File: config.mk
export PLATFORM = sky130hd
export DESIGN_NAME = adder_share_ctrl
export DESIGN_NICKNAME = d
export VERILOG_FILES = /design/src/rtl/adder_share_pkg.sv /design/src/rtl/adder_share_ctrl_arb.sv /design/src/rtl/ripcarryadder.sv /design/src/rtl/adder_share_ctrl.sv
export SDC_FILE = /design/constraint.sdc
export NUM_CORES = 1
export LEC_CHECK = 0
export BUFFER_PORTS_ARGS = -buffer_cell sky130_fd_sc_hd__buf_2
export CORE_ASPECT_RATIO = 0.8
export CORE_UTILIZATION = 45
export DETAILED_ROUTE_END_ITERATION = 16
export GPL_TIMING_DRIVEN = 0
export PLACE_DENSITY = 0.73
export SYNTH_ARGS = -nofsm -noshare
export SYNTH_HDL_FRONTEND = slang
export SYNTH_SLANG_ARGS = --single-unit
File: constraint.sdc
create_clock -name clk -period 41.6 [get_ports clk]
set_input_delay 4.16 -clock clk [delete_from_list [all_inputs] [get_ports clk]]
set_output_delay 4.16 -clock clk [all_outputs]
set_load 0.01 [all_outputs]
File: src/rtl/adder_share_pkg.sv
// Shared encodings for the shared-adder controller: op codes, FSM states and the
// overflow helper used on the top word of every result.
package adder_share_pkg;

    localparam int WORD_W = 32;

    localparam logic [1:0] OP_ADD32 = 2'b00;
    localparam logic [1:0] OP_SUB32 = 2'b01;
    localparam logic [1:0] OP_ADD64 = 2'b10;
    localparam logic [1:0] OP_SUB64 = 2'b11;

    typedef enum logic [1:0] {
        IDLE = 2'b00,
        LO   = 2'b01,
        HI   = 2'b10,
        RESP = 2'b11
    } state_t;

    // Signed overflow: operands agree in sign but the sum does not.
    function automatic logic add_ovf(input logic a_msb, input logic b_msb, input logic s_msb);
        return (a_msb == b_msb) && (s_msb != a_msb);
    endfunction

endpackage

File: src/rtl/adder_share_ctrl_arb.sv
// Two-input round-robin arbiter; the pointer names the requester that wins a tie and
// flips to the loser of each advanced grant.
module rr_arb2 #(
    parameter int RR_INIT = 0
) (
    input  logic       clk,
    input  logic       rst_n,
    input  logic [1:0] valid_i,
    input  logic       advance_i,
    output logic [1:0] grant_o
);

    logic ptr_q;

    // Grant decode: a lone requester always wins, a tie goes to the pointer.
    always_comb begin
        grant_o = 2'b00;
        case (valid_i)
            2'b01:   grant_o = 2'b01;
            2'b10:   grant_o = 2'b10;
            2'b11:   grant_o = ptr_q ? 2'b10 : 2'b01;
            default: grant_o = 2'b00;
        endcase
    end

    // Pointer register: after a grant, priority passes to the other requester.
    always_ff @(posedge clk or negedge rst_n) begin
        if (!rst_n) begin
            ptr_q <= (RR_INIT != 0) ? 1'b1 : 1'b0;
        end else if (advance_i) begin
            ptr_q <= grant_o[0];
        end else begin
            ptr_q <= ptr_q;
        end
    end

endmodule

File: src/rtl/ripcarryadder.sv
// Plain W-bit ripple-carry adder; the single arithmetic resource shared by the controller.
module ripcarryadder #(
    parameter int W = 32
) (
    input  logic [W-1:0] a_i,
    input  logic [W-1:0] b_i,
    input  logic         cin_i,
    output logic [W-1:0] sum_o,
    output logic         cout_o
);

    logic [W:0] c_s;

    // Bit-serial carry chain.
    always_comb begin
        c_s    = '0;
        sum_o  = '0;
        c_s[0] = cin_i;
        for (int i = 0; i < W; i++) begin
            sum_o[i]   = a_i[i] ^ b_i[i] ^ c_s[i];
            c_s[i + 1] = (a_i[i] & b_i[i]) | (c_s[i] & (a_i[i] ^ b_i[i]));
        end
    end

    assign cout_o = c_s[W];

endmodule

File: src/rtl/adder_share_ctrl.sv
// Sequences 32/64-bit add/sub from two requesters through one 32-bit ripple adder;
// 64-bit ops take a low pass and a high pass with the carry held in a register.
module adder_share_ctrl
    import adder_share_pkg::*;
#(
    parameter int DBL_EN  = 1,
    parameter int RR_INIT = 0
) (
    input  logic        clk,
    input  logic        rst_n,
    input  logic        req0_valid,
    output logic        req0_ready,
    input  logic [1:0]  req0_op,
    input  logic [63:0] req0_a,
    input  logic [63:0] req0_b,
    input  logic        req1_valid,
    output logic        req1_ready,
    input  logic [1:0]  req1_op,
    input  logic [63:0] req1_a,
    input  logic [63:0] req1_b,
    output logic        rsp_valid,
    input  logic        rsp_ready,
    output logic        rsp_id,
    output logic [63:0] rsp_sum,
    output logic        rsp_cout,
    output logic        rsp_ovf
);

    localparam logic DBL_L = (DBL_EN != 0) ? 1'b1 : 1'b0;

    state_t      state_q;
    logic [1:0]  op_q;
    logic [63:0] a_q, b_q, sum_q;
    logic        id_q, carry_q, cout_q, ovf_q, rsp_valid_q;

    logic [1:0]        grant_s;
    logic              accept_s, sub_s, ovf_s, add_cin_s, add_cout_s;
    logic [1:0]        sel_op_s;
    logic [63:0]       sel_a_s, sel_b_s;
    logic [WORD_W-1:0] add_a_s, add_b_s, add_sum_s;

    assign accept_s   = (state_q == IDLE) && (grant_s != 2'b00);
    assign req0_ready = rst_n && (state_q == IDLE) && grant_s[0];
    assign req1_ready = rst_n && (state_q == IDLE) && grant_s[1];
    assign sub_s      = op_q[0];

    rr_arb2 #(.RR_INIT(RR_INIT)) u_arb (
        .clk       (clk),
        .rst_n     (rst_n),
        .valid_i   ({req1_valid, req0_valid}),
        .advance_i (accept_s),
        .grant_o   (grant_s)
    );

    // Request mux for the granted requester.
    always_comb begin
        if (grant_s[1]) begin
            sel_op_s = req1_op;
            sel_a_s  = req1_a;
            sel_b_s  = req1_b;
        end else begin
            sel_op_s = req0_op;
            sel_a_s  = req0_a;
            sel_b_s  = req0_b;
        end
    end

    // Adder operand mux, fed only from latched operands; sub inverts B and injects +1.
    always_comb begin
        if (state_q == HI) begin
            add_a_s   = a_q[2*WORD_W-1:WORD_W];
            add_b_s   = b_q[2*WORD_W-1:WORD_W] ^ {WORD_W{sub_s}};
            add_cin_s = carry_q;
        end else begin
            add_a_s   = a_q[WORD_W-1:0];
            add_b_s   = b_q[WORD_W-1:0] ^ {WORD_W{sub_s}};
            add_cin_s = sub_s;
        end
    end

    ripcarryadder #(.W(WORD_W)) u_add (
        .a_i    (add_a_s),
        .b_i    (add_b_s),
        .cin_i  (add_cin_s),
        .sum_o  (add_sum_s),
        .cout_o (add_cout_s)
    );

    assign ovf_s = add_ovf(add_a_s[WORD_W-1], add_b_s[WORD_W-1], add_sum_s[WORD_W-1]);

    // Controller FSM with all result outputs registered.
    always_ff @(posedge clk or negedge rst_n) begin
        if (!rst_n) begin
            state_q     <= IDLE;
            op_q        <= 2'b00;
            a_q         <= 64'h0;
            b_q         <= 64'h0;
            sum_q       <= 64'h0;
            id_q        <= 1'b0;
            carry_q     <= 1'b0;
            cout_q      <= 1'b0;
            ovf_q       <= 1'b0;
            rsp_valid_q <= 1'b0;
        end else begin
            case (state_q)
                IDLE: begin
                    if (accept_s) begin
                        id_q    <= grant_s[1];
                        op_q    <= {sel_op_s[1] & DBL_L, sel_op_s[0]};
                        a_q     <= sel_a_s;
                        b_q     <= sel_b_s;
                        state_q <= LO;
                    end
                end
                LO: begin
                    sum_q[WORD_W-1:0] <= add_sum_s;
                    carry_q           <= add_cout_s;
                    if (op_q[1]) begin
                        state_q <= HI;
                    end else begin
                        sum_q[2*WORD_W-1:WORD_W] <= {WORD_W{1'b0}};
                        cout_q      <= add_cout_s;
                        ovf_q       <= ovf_s;
                        rsp_valid_q <= 1'b1;
                        state_q     <= RESP;
                    end
                end
                HI: begin
                    sum_q[2*WORD_W-1:WORD_W] <= add_sum_s;
                    cout_q      <= add_cout_s;
                    ovf_q       <= ovf_s;
                    rsp_valid_q <= 1'b1;
                    state_q     <= RESP;
                end
                RESP: begin
                    if (rsp_ready) begin
                        rsp_valid_q <= 1'b0;
                        state_q     <= IDLE;
                    end
                end
                default: begin
                    rsp_valid_q <= 1'b0;
                    state_q     <= IDLE;
                end
            endcase
        end
    end

    assign rsp_valid = rsp_valid_q;
    assign rsp_id    = id_q;
    assign rsp_sum   = sum_q;
    assign rsp_cout  = cout_q;
    assign rsp_ovf   = ovf_q;

endmodule
==> metrics.txt, run 1 <==
Synth area leaders=dfrtp_1 (46%), a31oi_1 (7.5%), mux2_2 (6.2%), nand3_1 (6.0%), fa_1 (5.9%); gr usage total=31.3%; core area=roughly 24000 um2; count of cell types in the netlist=36; Post-synth top cells=dfrtp_1 (202), nor2_1 (133), a31oi_1 (131), nand3_1 (131), o21ai_0 (117); PortBufs=around 330; die area=24800 um2; clk slew on worst S/H paths=around 0.070 ns; Final Hold Fails=0; Setup WS pre-CTS=24.65 ns; vias=10200; Slew @ Worst Pin=0.620 ns; drt drc=0; post-synthesis sequential area ratio=46.4%; die width=176 um; Relative slew margins=between 50% and 60%; Row Count=50; slowest CP cell=fa_1; antenna violations before repair=4; Overflow after GRT=0; Critical Path RT=42.00 ns; post-synth top area cell=dfrtp_1; antenna viol nets, final=0; crit path DAT=approximately 17 ns; WL/cell=22.2 um; Avg Vias per Cell=5.79; main flop type after synthesis=dfrtp_1; Final WS setup=approximately 25 ns; fin. max-slew vios=0; first-pass GRT wire length=58300 um; CTS tree=yes; EDFF count, synth=0; count leader, synth=dfrtp_1; CTS Hold Bufs=0; number of DRC markers in iteration 0=1063; DR pass1 iterations=5; vias in the first global route=~10000; Syn Inst Count=1073; Peak Freq=59.0 MHz; pin count of the biggest net entering global routing=82; Initial Util=46.2%; ratio of cells with drive above 1 in the final layout=36.3%; detailed placement HPWL=30300 um; most used cell, CP=fa_1; Yosys reg bits=202; outcome=finished clean; CP endpoint kind=flip-flop; fin crit share=between 40% and 50%; Num Clock Sinks=202; Leak=just over 6 nW; Clk Latency, worst-skew pair=0.52 ns; number of I/O pins=335; Inst Count DP=1720; Post-synth ARST share=100%; Yosys top cell area share=between 40% and 50%; GP Congestion=0.980; Placed Area=about 13000 um2; VDD IR max=0.0391 mV; slowest stage delay, CP=0.49 ns; die span in y=between 100 and 150 um; wirelength, routed=39000 um; # H-tree levels=1; Post-CTS Resized=0; Setup Skew=0.0160 ns; maxcap violations=0; CTS buffer count=22; final setup TNS=0 ns; RSZ-0062 raised after global routing=no; clk buf depth=3; final instance area=roughly 14000 um2; Worst Setup Start Kind=flip-flop; # Post-CTS Setup Buffers=0; Syn-to-layout area delta=26.3%; Crit Path Max Fanout=10; Mapped Area=10900 um2; synthesis warning total=0; nets=1734; Mapped Nets=between 1000 and 1500; Syn Area/Cell=10.2 um2; post-route insts no fill=around 1800; critical setup path kind=reg -> reg; PwrDens=99.0 nW/um2; CTS root buf=clkbuf_16; min-delay worst type=reg -> reg; final setup fails=0; fillers=2099; post-route minimum period=~17 ns
[path summary, 6_finish.rpt]
kind                              from          end  slack (ns)  cells after the start
max                         state_q[0]      rsp_ovf       24.65                     41
max reg2reg                 state_q[0]      rsp_ovf       24.65                     41
min                        rsp_sum[62]  rsp_sum[62]        0.50                      1
min reg2reg                rsp_sum[62]  rsp_sum[62]        0.50                      1
min in group asynchronous        rst_n  rsp_sum[32]        3.53                      1
max in group asynchronous        rst_n      b_q[21]       36.95                      3
[flip-flops by register name, indices dropped and copies added, names as in the netlist, 2 cells and up]
name and cells:
state_q 2, rsp_sum 64, a_q 64, op_q 2, b_q 64
[cell usage in the layout (no fill, tap or decap), types with 6 or more instances in the layout]
cell	instances
dfrtp_1	202
inv_1	11
clkbuf_16	22
a22o_1	30
clkbuf_1	18
o21ai_0	117
mux2_2	60
buf_2	381
o21ai_1	15
fa_1	32
nand3_1	131
a31oi_1	131
mux2i_1	39
buf_4	16
buf_6	17
nor2_1	133
xnor2_1	31
clkbuf_8	6
[metrics by stage]
| step | power [mW] | util [%] | hold slack (ns) |
|---|---|---|---|
| final | 1.36 | 58.3 | 0.496 |
| after global placement | 1.13 | 54.9 | 0.473 |
| after CTS | 1.36 | 58.3 | 0.496 |
| after detailed placement | 1.16 | 55.2 | 0.480 |
| after global routing | 1.46 | 58.3 | 0.516 |
| after floorplan | 0.890 | - | 0.489 |
[where the power goes]
part           internal, mW  switching (mW)  total, mW  leakage (nW)
clock network         0.115          0.0840      0.199         0.362
registers             0.301          0.0577      0.359          2.33
logic                 0.359           0.446      0.805          3.52
[critical path: cells and delay by family (launching register included)]
family                     cells  cell delay (ns)
buffers and inverters          5             1.07
muxes                          1             0.42
DFF                            1             0.42
xor gates and xnor gates       1             0.21
adders and majority gates     33            14.60
AOI/OAI and AO/OA              1             0.10
[cell type report]
cell class / count / area (um2) / area share, %
multi-input combinational: 750 / 5120 / 37.2
clock inverter: 10 / 98.8 / 0.718
clock buffer: 30 / 641 / 4.66
buffer: 109 / 672 / 4.88
sequential: 202 / 5050 / 36.7
timing repair buffer: 335 / 1730 / 12.6
antenna: 2 / 5.00 / 0.0364
tap: 312 / 390 / 2.84
inverter: 12 / 45.0 / 0.327
[kinds of logic (layout without fill, tap and decap cells)]
logic type | after synthesis | after routing | share of synthesized area (%)
XOR/XNOR | 33 | 33 | 2.65
other | 0 | 2 | 0
adder cells (fa/ha/maj) | 37 | 37 | 6.45
flip-flops | 202 | 202 | 46.4
AO/OA/AOI/OAI | 307 | 307 | 16.9
buffers and inverters | 121 | 496 | 6.58
AND/OR/NAND/NOR | 274 | 274 | 11.2
multiplexers | 99 | 99 | 9.79
[routing by layer]
layer / up-vias / track usage [%] / part of all wire, %
met1: 4931 / 42.8 / 43
met2: 607 / 52.0 / 46
met5: - / 0 / 0.049
li1: 4591 / - / -
met4: 4 / 7.19 / 2.3
met3: 68 / 5.31 / 8.7
Note: power is estimated with default switching activity, not from simulation.
==> run 2, diff against run 1 <==
--- a/config.mk
+++ b/config.mk
@@ -10,7 +10,7 @@
 export CORE_UTILIZATION = 45
 export DETAILED_ROUTE_END_ITERATION = 16
 export GPL_TIMING_DRIVEN = 0
-export PLACE_DENSITY = 0.73
+export PLACE_DENSITY = 0.76
 export SYNTH_ARGS = -nofsm -noshare
 export SYNTH_HDL_FRONTEND = slang
 export SYNTH_SLANG_ARGS = --single-unit
==> constraint.sdc (replaced) <==
create_clock -name clk -period 13.9 [get_ports clk]
set_input_delay 1.39 -clock clk [delete_from_list [all_inputs] [get_ports clk]]
set_output_delay 1.39 -clock clk [all_outputs]
set_load 0.01 [all_outputs]
==> run 2 against run 1 <==
  * Highest routed layer unchanged
  * Utilization is 1.4 points higher
  * Clock power increased to 3.4 times the previous value
  * Combinational power rose to 3.2 times the previous value
  * First-iteration DRC count decreased by 17%
  * Worst setup slack worse by 24 ns
  * Die area unchanged
==> metrics.txt, run 2 (synthesis results as in run 1) <==
Avg Vias per Cell=5.69; hold path endpoint=rsp_ovf; antenna viol nets, final=0; CTS tree=yes; family with the most delay on the worst path=adder cells; Initial Util=46.2%; detailed placement HPWL=30200 um; Row Count=50; PortBufs=333; worst r2r src=state_q[0]; fin crit share=98.2%; slowest CP cell=fa_1; Num Clock Sinks=202; first-pass GRT wire length=between 50000 and 60000 um; buffers and inverters on the worst path=5; total power=4.33 mW; number of I/O pins=335; fillers=2043; Final WS setup=0.250 ns; R2R Setup Slk=roughly 0.25 ns; gr usage total=31.1%; antenna violations before repair=11; clk buf depth=3; Syn-to-layout area delta=29.4%; commonest non-fill, non-tap cell in the layout=buf_2; CTS root buf=clkbuf_16; Comb pwr share=between 50% and 60%; Setup WS pre-CTS=-0.693 ns; Leak=6.29 nW; die area=24800 um2; # H-tree levels=1; NetSw=approximately 1.8 mW; CP endpoint kind=flip-flop; Relative slew margins=50.7%; final setup fails=0; HP Start=rsp_ovf; DR pass1 iterations=5; Slew @ Worst Pin=0.739 ns; die span in y=141 um; pin count of the biggest net entering global routing=112; Sequential Power Share=approximately a quarter; most frequent cells in the layout=buf_2 (378), dfrtp_1 (202), nor2_1 (133); Final Hold Fails=0; worst hold margin=approximately 0.49 ns; VDD IR max=between 0.1 and 0.15 mV; ratio of cells with drive above 1 in the final layout=39.1%; Critical Path RT=14.33 ns; WL/cell=21.9 um; switching part of the total=between 40% and 50%; min-delay worst type=reg -> reg; hold path cells=1; Crit Path Max Fanout=5; Worst Setup Start Kind=flip-flop; Clk Latency, worst-skew pair=0.51 ns; critical setup path kind=reg -> reg; nets=1744; RSZ-0062 raised after global routing=no; clock network power share=15.5%; drt drc=0; vias in the first global route=10000; maxcap violations=0; PwrDens=307 nW/um2; GP Congestion=around 0.94; Setup Skew=slightly below 0.009 ns; die width=176 um; reg2reg path depth=40; slowest stage delay, CP=~0.46 ns; CTS buffer count=22; Crit. Startpoint=state_q[0]; outcome=finished clean; Overflow after GRT=0; vias=10100; fin. max-slew vios=0; wirelength, routed=around 39000 um; most used cell, CP=fa_2; post-route minimum period=approximately 14 ns; clk slew on worst S/H paths=about 0.060 ns; CTS Hold Bufs=0; reg2reg end=rsp_sum[31]; core area=23600 um2; Int Pwr=2.53 mW; number of DRC markers in iteration 0=between 800 and 900; Final Core Density=59.8%; crit path DAT=14.08 ns; Peak Freq=73.3 MHz
-- run 2: changes by cell type in the layout (fill, tap and decap cells not counted), moves of 2 or more --
cell / previous run / this run
buf_12: 0 / 3
buf_2: 381 / 378
buf_4: 16 / 27
bufinv_16: 1 / 5
clkinv_2: 4 / 0
diode_2: 2 / 8
fa_1: 32 / 1
fa_2: 0 / 31
inv_1: 11 / 9
inv_2: 1 / 3
mux2_2: 60 / 58
mux2_4: 0 / 2
-- run 2: worst max path at each step --
stage,to,slack (ns),depth (start not counted)
2_1_floorplan,rsp_ovf,0.06,41
3_3_place_gp,rsp_ovf,-0.54,41
3_5_place_dp,rsp_ovf,-0.69,41
4_1_cts,rsp_ovf,0.03,41
5_1_grt,rsp_ovf,0.0004,40
6_report,rsp_sum[31],0.25,40
-- run 2: per-layer routing --
metal / GRT usage (%) / vias up / wire length [um]
met5: 0 / - / 22
met2: 50.6 / 572 / 18000
met3: 7.09 / 76 / 3720
met1: 41.4 / 4857 / 16100
met4: 9.29 / 4 / 1150
li1: - / 4609 / -
-- run 2: final cells by class --
cell class                      count  area (um2)  area share (%)
Antenna cell                        8        20.0           0.142
Buffer                            108         709            5.03
Clock buffer                       32         669            4.75
Clock inverter                      7         165            1.17
Inverter                           12        45.0           0.319
Multi-Input combinational cell    750        5250            37.2
Sequential cell                   202        5050            35.9
Tap cell                          312         390            2.77
Timing Repair Buffer              346        1790            12.7
-- run 2: repair_timing --
item                                    4_1_cts  5_1_grt
pin swaps                                     9       34
gates resized for setup                      13        6
endpoints found under the setup margin        9        3
setup buffers                                 5        7
-- run 2: worst register-to-register path: cells and delay by family, from the launching register on --
family | cells | cell delay [ns]
adders and majority gates | 33 | 12.14
buffers and inverters | 5 | 0.59
DFF | 1 | 0.40
muxes | 2 | 0.43
-- run 2: power groups by stage --
stage	Combinational (mW)	Clock (mW)	Sequential (mW)
finish	2.58	0.669	1.08
global route	2.80	0.699	1.11
CTS	2.55	0.675	1.07
detailed placement	2.50	0	1.08
global placement	2.40	0	1.07
floorplan	1.67	0	1.07
-- run 2: metrics by stage --
| stage | area [um2] | std cells | setup TNS (ns) |
|---|---|---|---|
| finish | 14100 | 1777 | 0 |
| CTS | 14000 | 1763 | 0 |
| global route | 14100 | 1772 | 0 |
| detailed placement | 13100 | 1719 | -2.77 |
| floorplan | 11000 | 1073 | 0 |
| global placement | 13000 | 1718 | -1.73 |
